### config.mk
export PLATFORM = sky130hd
export DESIGN_NAME = micro_sequencer
export DESIGN_NICKNAME = d
export VERILOG_FILES = /design/src/rtl/mseq_pkg.sv /design/src/rtl/mseq_dispatch.sv /design/src/rtl/micro_sequencer.sv
export SDC_FILE = /design/constraint.sdc
export NUM_CORES = 1
export LEC_CHECK = 0
export CAP_MARGIN = 20
export CORE_UTILIZATION = 35
export CTS_BUF_LIST = sky130_fd_sc_hd__clkbuf_8
export CTS_CLUSTER_DIAMETER = 30
export DETAILED_ROUTE_END_ITERATION = 7
export DONT_BUFFER_PORTS = 1
export HOLD_SLACK_MARGIN = 0.15
export PLACE_DENSITY = 0.52
export SYNTH_ARGS = -nofsm -noshare
export SYNTH_HDL_FRONTEND = slang
export SYNTH_SLANG_ARGS = --single-unit
### constraint.sdc
create_clock -name clk -period 2.2 [get_ports clk]
set_input_delay 0.44 -clock clk [delete_from_list [all_inputs] [get_ports clk]]
set_output_delay 0.44 -clock clk [all_outputs]
set_load 0.1 [all_outputs]
### src/rtl/mseq_pkg.sv
// Shared definitions for the micro-sequencer: widths, condition codes, FSM states
// and the opcode dispatch table.
package mseq_pkg;

    localparam int UPC_W     = 16;
    localparam int JMP_W     = 7;
    localparam int OPC_W     = 8;
    localparam int ROM_DEPTH = 86;

    localparam logic [UPC_W-1:0] FETCH_ADDR = 16'd1;

    typedef enum logic [1:0] {
        COND_ALWAYS = 2'b00,
        COND_Z      = 2'b01,
        COND_NZ     = 2'b10,
        COND_RSV    = 2'b11
    } cond_t;

    typedef enum logic [1:0] {
        IDLE = 2'd0,
        RUN  = 2'd1,
        HALT = 2'd2
    } state_t;

    typedef struct packed {
        logic             valid;
        logic [UPC_W-1:0] addr;
    } disp_t;

    // Opcodes missing from this table are illegal dispatch targets.
    function automatic disp_t dispatch_addr(input logic [OPC_W-1:0] opc);
        disp_t d;
        d.valid = 1'b1;
        d.addr  = '0;
        case (opc)
            8'h01:   d.addr = 16'd4;
            8'h02:   d.addr = 16'd8;
            8'h03:   d.addr = 16'd12;
            8'h04:   d.addr = 16'd16;
            8'h0F:   d.addr = 16'd60;
            8'h14:   d.addr = 16'd80;
            default: d.valid = 1'b0;
        endcase
        return d;
    endfunction

endpackage

### src/rtl/mseq_dispatch.sv
// Combinational opcode-to-micro-address lookup used when the ROM word sets BT.
module mseq_dispatch
    import mseq_pkg::*;
(
    input  logic [OPC_W-1:0] opcode,
    output logic             valid,
    output logic [UPC_W-1:0] addr
);

    disp_t d;

    always_comb begin
        d     = dispatch_addr(opcode);
        valid = d.valid;
        addr  = d.addr;
    end

endmodule

### src/rtl/micro_sequencer.sv
// Microprogram counter with next-address selection and IDLE/RUN/HALT control.
// Optional trap behaviour for reserved conditions and illegal targets: MSEQ_TRAP_EN.
module micro_sequencer
    import mseq_pkg::*;
(
    input  logic             clk,
    input  logic             rst_n,
    input  logic             start,
    input  logic             stall,
    input  logic [OPC_W-1:0] opcode,
    input  logic             z_flag,
    input  logic             bt,
    input  logic [1:0]       condition,
    input  logic [JMP_W-1:0] jump_addr,
    output logic [UPC_W-1:0] upc,
    output logic             running,
    output logic             halted,
    output logic             err
);

`ifdef MSEQ_TRAP_EN
    localparam bit TRAP_EN = 1'b1;
`else
    localparam bit TRAP_EN = 1'b0;
`endif

    localparam logic [UPC_W:0] ROM_LIMIT = (UPC_W+1)'(ROM_DEPTH);

    state_t           state_q, state_d;
    logic [UPC_W-1:0] upc_q, upc_d;
    logic             err_q, err_d;

    logic             disp_valid;
    logic [UPC_W-1:0] disp_addr;
    logic [UPC_W:0]   jump_ext;
    logic [UPC_W:0]   seq_ext;
    logic [UPC_W:0]   tgt;
    logic             tgt_bad;
    logic             self_loop;
    logic             rsv_hit;

    mseq_dispatch u_dispatch (
        .opcode (opcode),
        .valid  (disp_valid),
        .addr   (disp_addr)
    );

    // Targets are kept one bit wider so upc+1 past the top of the ROM is caught.
    always_comb begin
        jump_ext  = {{(UPC_W+1-JMP_W){1'b0}}, jump_addr};
        seq_ext   = {1'b0, upc_q} + (UPC_W+1)'(1);
        tgt       = seq_ext;
        tgt_bad   = 1'b0;
        self_loop = 1'b0;
        rsv_hit   = 1'b0;
        if (bt) begin
            tgt     = {1'b0, disp_addr};
            tgt_bad = !disp_valid;
        end else begin
            case (cond_t'(condition))
                COND_ALWAYS: begin
                    tgt       = jump_ext;
                    self_loop = (jump_ext == {1'b0, upc_q});
                end
                COND_Z:   tgt = z_flag ? jump_ext : seq_ext;
                COND_NZ:  tgt = z_flag ? seq_ext : jump_ext;
                COND_RSV: begin
                    tgt     = jump_ext;
                    rsv_hit = TRAP_EN;
                end
                default:  tgt = seq_ext;
            endcase
        end
        if (tgt >= ROM_LIMIT) begin
            tgt_bad = 1'b1;
        end
    end

    always_ff @(posedge clk) begin
        if (!rst_n) begin
            state_q <= IDLE;
            upc_q   <= '0;
            err_q   <= 1'b0;
        end else begin
            state_q <= state_d;
            upc_q   <= upc_d;
            err_q   <= err_d;
        end
    end

    // A stalled cycle never advances, so a self-loop halt waits for stall to drop.
    always_comb begin
        state_d = state_q;
        upc_d   = upc_q;
        err_d   = err_q;
        case (state_q)
            IDLE, HALT: begin
                if (start) begin
                    state_d = RUN;
                    upc_d   = FETCH_ADDR;
                    err_d   = 1'b0;
                end
            end
            RUN: begin
                if (!stall) begin
                    if (self_loop) begin
                        state_d = HALT;
                    end else if (TRAP_EN && (rsv_hit || tgt_bad)) begin
                        state_d = HALT;
                        upc_d   = '0;
                        err_d   = 1'b1;
                    end else if (tgt_bad) begin
                        upc_d = FETCH_ADDR;
                    end else begin
                        upc_d = tgt[UPC_W-1:0];
                    end
                end
            end
            default: state_d = IDLE;
        endcase
    end

    always_comb begin
        upc     = upc_q;
        running = (state_q == RUN);
        halted  = (state_q == HALT);
        err     = TRAP_EN ? err_q : 1'b0;
    end

endmodule

---- After elaboration in Yosys (flattened, before gate mapping) ----
Index checks and enable logic that the tools add are counted.
operators by class
  $lt $le $gt $ge ......................... 1
  $add $sub $neg .......................... 1
  mux-type cells .......................... 19
  equal/unequal tests ..................... 16
  reduce and logical (&&, ||, !) cells .... 9
operators with widths
  operator                                                                number
  16-bit 2-to-1 mux                                                       4
  17-bit 2-to-1 mux                                                       3
  17-bit case mux with 3 select lines                                     1
  7-bit case mux with 6 select lines                                      1
  16-bit case mux with 2 select lines                                     1
  16-bit by 1-bit adder with 17-bit output, second input constant         1
  17-bit by 7-bit >= comparator with 1-bit output, second input constant  1
  7-bit by 16-bit == test with 1-bit output                               1
  8-bit by 2-bit == test with 1-bit output, second input constant         2
  8-bit by 1-bit == test with 1-bit output, second input constant         1
  8-bit by 3-bit == test with 1-bit output, second input constant         1
  8-bit by 4-bit == test with 1-bit output, second input constant         1
  8-bit by 5-bit == test with 1-bit output, second input constant         1
  2-bit == test, second input constant                                    3
  2-bit 2-to-1 mux                                                        3
  2-bit inequality test, second input constant                            3
  6-bit OR reduction                                                      1
  1-bit 2-to-1 mux                                                        5
  2-bit by 1-bit == test with 1-bit output, second input constant         2
  2-bit logical NOT                                                       2
  2-bit case mux with 2 select lines                                      1
  4-bit AND reduction                                                     1
  2-bit OR reduction                                                      2
  3-bit AND reduction                                                     1
  other kinds (3)                                                         3
word-level totals
  output and inout bits ................... 19
  bits in registers ....................... 18
  word-level logic and storage cells ...... 48

---- Longest topological paths before layout ----
  depth after elaboration ................. 10
  depth in mapped cells ................... 8

---- Cells and area by module ----
From an unflattened synthesis, not the netlist that was laid out.
second synthesis, totals
  cell total of the unflattened synthesis .. 200
  area, all modules ....................... 1700.4 sq um
by module, submodules not included
  module           cells each  area an instance (sq um)  times used  seq. area each (sq um)
  micro_sequencer  167         1488.9                    1           360.3
  mseq_dispatch    33          211.5                     1           0.0

---- Worst setup path after synthesis ----
No wires, ideal clock.
  path kind ............................... register to register
  start point ............................. reg upc_q[0], in the netlist upc[0]
  end point ............................... reg upc_q[5], in the netlist upc[5]
  data arrival time ....................... 2.826 ns
  required time ........................... 2.135 ns
  path buffers ............................ 0
  cell stages (with the launch flop) ...... 8
  setup slack ............................. -0.691 ns
  cell sequence ........................... dfxtp_1 ha_1 nand3_1 nor4_1 mux2_2 o31a_1 and4bb_4 a32o_1
on the way
  longest elaborated chain between the ends .. 10
ends and longest elaborated chain
  element                                          RTL line                                      RTL
  from (decl)                                      micro_sequencer.sv:30                         logic [UPC_W-1:0] upc_q, upc_d;
  from (signal assigned)                           micro_sequencer.sv:86                         upc_q <= upc_d;
  16-bit by 1-bit adder with 17-bit output         micro_sequencer.sv:51                         seq_ext = {1'b0, upc_q} + (UPC_W+1)'(1);
  17-bit 2-to-1 mux (on tied branches)             micro_sequencer.sv:66, micro_sequencer.sv:65
  17-bit case mux with 3 select lines              micro_sequencer.sv:60                         case (cond_t'(condition))
  17-bit 2-to-1 mux                                micro_sequencer.sv:56                         if (bt) begin
  17-bit by 7-bit >= comparator with 1-bit output  micro_sequencer.sv:74                         if (tgt >= ROM_LIMIT) begin
  1-bit 2-to-1 mux                                 micro_sequencer.sv:74
  16-bit 2-to-1 mux                                micro_sequencer.sv:112                        end else if (tgt_bad) begin
  16-bit 2-to-1 mux                                micro_sequencer.sv:106                        if (self_loop) begin
  16-bit 2-to-1 mux                                micro_sequencer.sv:105                        if (!stall) begin
  16-bit case mux with 2 select lines              micro_sequencer.sv:96                         case (state_q)
Several ways; a longest one is shown, not always the timed one. The select of a mux whose other input is x is not followed.
A chain may end at the register's enable or synchronous reset.

---- Worst setup path after layout ----
  start point ............................. reg upc_q[4], in the netlist upc[4]
  end point ............................... reg upc_q[4], in the netlist upc[4]
The elaborated chain is that of the path after synthesis.

==> results.json <==
{
  "cp.arrival_ns": 2.30,
  "antenna_left": 0,
  "critPathRequiredTime_ns": 2.39,
  "drive_above_1_share_pct": 35.9,
  "synth.distinct_cells": 61,
  "finalHoldViolations": 0,
  "drv_cap": 0,
  "stdcell_count": 267,
  "yosysWarnings": 0,
  "yosys.area.top_type": "dfxtp_1",
  "final_util_pct": 47.9,
  "antenna_found_initial": 0,
  "cts-root-buf": "clkbuf_8",
  "p_total_uw": 777,
  "fillers": 407,
  "netlist.area_leader.share_pct": 23.3,
  "initial_core_util_pct": 37.6,
  "power_density_nw_per_um2": 394,
  "synthesis.area_um2": 1550,
  "grt_pass1_vias": 1526,
  "gp_congestion": 0.808,
  "hold_class": "in -> reg",
  "pwr-share-clk_pct": 35.0,
  "seqCellArea_um2": 405,
  "outcome": "complete, no violations",
  "clkLatencyLatePin_ns": 0.25,
  "dp_hpwl_mm": 3.48,
  "antennaDiodeCount": 0,
  "finalCritPeriodShare_pct": 96.1,
  "busiest_layer": "met2",
  "whs_ns": 0.317,
  "drv_slew": 0,
  "fin_nets": 245,
  "avgRoutedWirePerCell_um": 16.3,
  "cts_tree": "yes",
  "area_growth_pct": 27.4,
  "dp_cells": 258,
  "cts_buffer_depth": 2,
  "fmaxAchievable_mhz": 473,
  "synthFlopType": "dfxtp_1",
  "setup_viol": 0,
  "dr.pass1.iters": 4,
  "use_met1_pct": 25.2,
  "synth_cells": 186,
  "crit_path_start_kind": "flip-flop",
  "pwr-share-comb_pct": 23.1,
  "multi_input_area_um2": 1150,
  "syn_area_per_cell_um2": 8.31,
  "die_area_um2": 4690,
  "end_kind": "flip-flop",
  "synth_nets": 213,
  "grtUsageTotal_pct": 20.2,
  "synth_area_leaders": "dfxtp_1 23%, xor2_1 5.1%, and2_1 3.6%",
  "synth-edff-count": 0,
  "grt_overflow": 0,
  "cp_max_fo": 7,
  "drt-vias-per-instance": 5.74,
  "ir_drop_mv": 0.146,
  "holdBufCountCts": 0,
  "grtUsageMet2_pct": 33.9,
  "pin_count": 42,
  "cts.sinks": 18,
  "portBuffers": 0,
  "ys_top_cells_by_count": "18 x dfxtp_1, 12 x nor2_1, 9 x and2_1, 9 x xor2_1",
  "swShare_pct": 29.3,
  "finalCriticalPeriod_ns": 2.11,
  "die_y_um": 68.5,
  "criticalPathCategory": "reg -> reg",
  "drtIter0Drc": 63,
  "totalWireLength_mm": 4.34,
  "die_w_um": 68.5,
  "worst_pin_slew_ns": 0.489,
  "p_seq_share_pct": 41.9,
  "htree_levels": 1,
  "netSwitchingPower_uw": 228,
  "yosysMostFrequentCell": "dfxtp_1",
  "postSynthRegisterBits": 18,
  "drc": 0,
  "synthArstFlopShare_pct": 0,
  "grt_max_degree": 15,
  "clock_skew_ns": 0.00561,
  "met3_usage_pct": 4.33,
  "max_slew_margin_pct": 67.0,
  "seq_area_frac_synth_pct": 23.3,
  "p_int_uw": 549,
  "num_vias": 1532,
  "cts_made_buffers": 3,
  "p_leak_uw": 0.000815,
  "grt_pass1_wl_mm": 7.03,
  "clkTransAtPathRegs_ns": 0.07,
  "num_rows": 23,
  "core-area_um2": 4120
}
## path summary, 6_finish.rpt
kind	startpoint	end	slack, ns	cells past startpoint
setup / recovery	upc[4]	upc[4]	0.09	7
hold / removal	rst_n	state_q[1]	0.32	1
setup reg to reg	upc[4]	upc[4]	0.09	7
hold reg to reg	upc[13]	upc[13]	0.52	1
## state kept, by name (all words and copies together), names as in the netlist
| name | cells |
|---|---|
| upc | 16 |
| state_q | 2 |
## stage by stage
stage / worst slack, ns / instance area [um2] / setup TNS (ns)
6_report: 0.0850 / 1970 / 0
5_1_grt: -0.00530 / 1970 / -0.00897
4_1_cts: 0.0455 / 1910 / 0
3_5_place_dp: -0.143 / 1860 / -0.877
3_3_place_gp: -0.143 / 1860 / -0.867
2_1_floorplan: -0.0351 / 1640 / -0.180
## worst max-delay path, stage by stage, from the launching register on
cell and delay (ns):
dfxtp_4 0.41, nand4_4 0.16, buf_4 0.20, nor4_4 0.28
mux2i_1 0.11, o31a_1 0.34, and4bb_4 0.39, a32o_1 0.17
## cells by family after synthesis
logic type | count (synthesis) | share of synthesized area [%]
compound gates | 53 | 26.0
xor+xnor | 11 | 6.23
fa+ha+maj | 4 | 3.24
buf+inv | 15 | 5.99
flops | 18 | 23.3
mux | 3 | 2.02
other cells | 1 | 0.242
simple gates | 81 | 33.0
## layout by cell type, fill, tap and decap left out, types with 3 or more instances in the layout
master / instances
nand2_1: 8
ha_1: 3
nand4_1: 4
dfxtp_4: 11
dfxtp_1: 4
o31a_2: 3
dfxtp_2: 3
o21ai_0: 8
nor4_1: 5
buf_4: 36
clkbuf_8: 4
a21o_1: 3
a32o_1: 5
a2bb2oi_1: 5
xor2_1: 9
and2_1: 9
nor3_1: 4
nor2_1: 12
o211ai_1: 3
nand2b_1: 6
nand3_1: 7
a21oi_1: 5
a31oi_1: 3
inv_1: 6
## per-layer routing
| metal | share of wire, % | vias to the layer above |
|---|---|---|
| met4 | 1.3 | 0 |
| met3 | 6.1 | 6 |
| met2 | 47 | 45 |
| li1 | - | 767 |
| met5 | 0 | - |
| met1 | 46 | 714 |
## layout make-up
type	count	share of cell area, %
repair buffers	36	13.7
well taps	50	3.17
flip-flops and latches	18	20.6
clock buffers	4	2.79
multi-input cells	153	58.6
inverters	6	1.14
## timing repair
item,CTS,global route
endpoints found under the setup margin,0,6
resized for setup,0,3
buffers inserted,0,5
hold endpoints to repair,0,0
## power groups by stage
stage          Clock (uW)  Sequential (uW)  Combinational [uW]
3_3_place_gp            0              333                 174
2_1_floorplan           0              353                 116
6_report              272              325                 179
3_5_place_dp            0              333                 176
4_1_cts               283              325                 177
5_1_grt               303              326                 196
No activity file was read; power rests on OpenSTA's default activity.
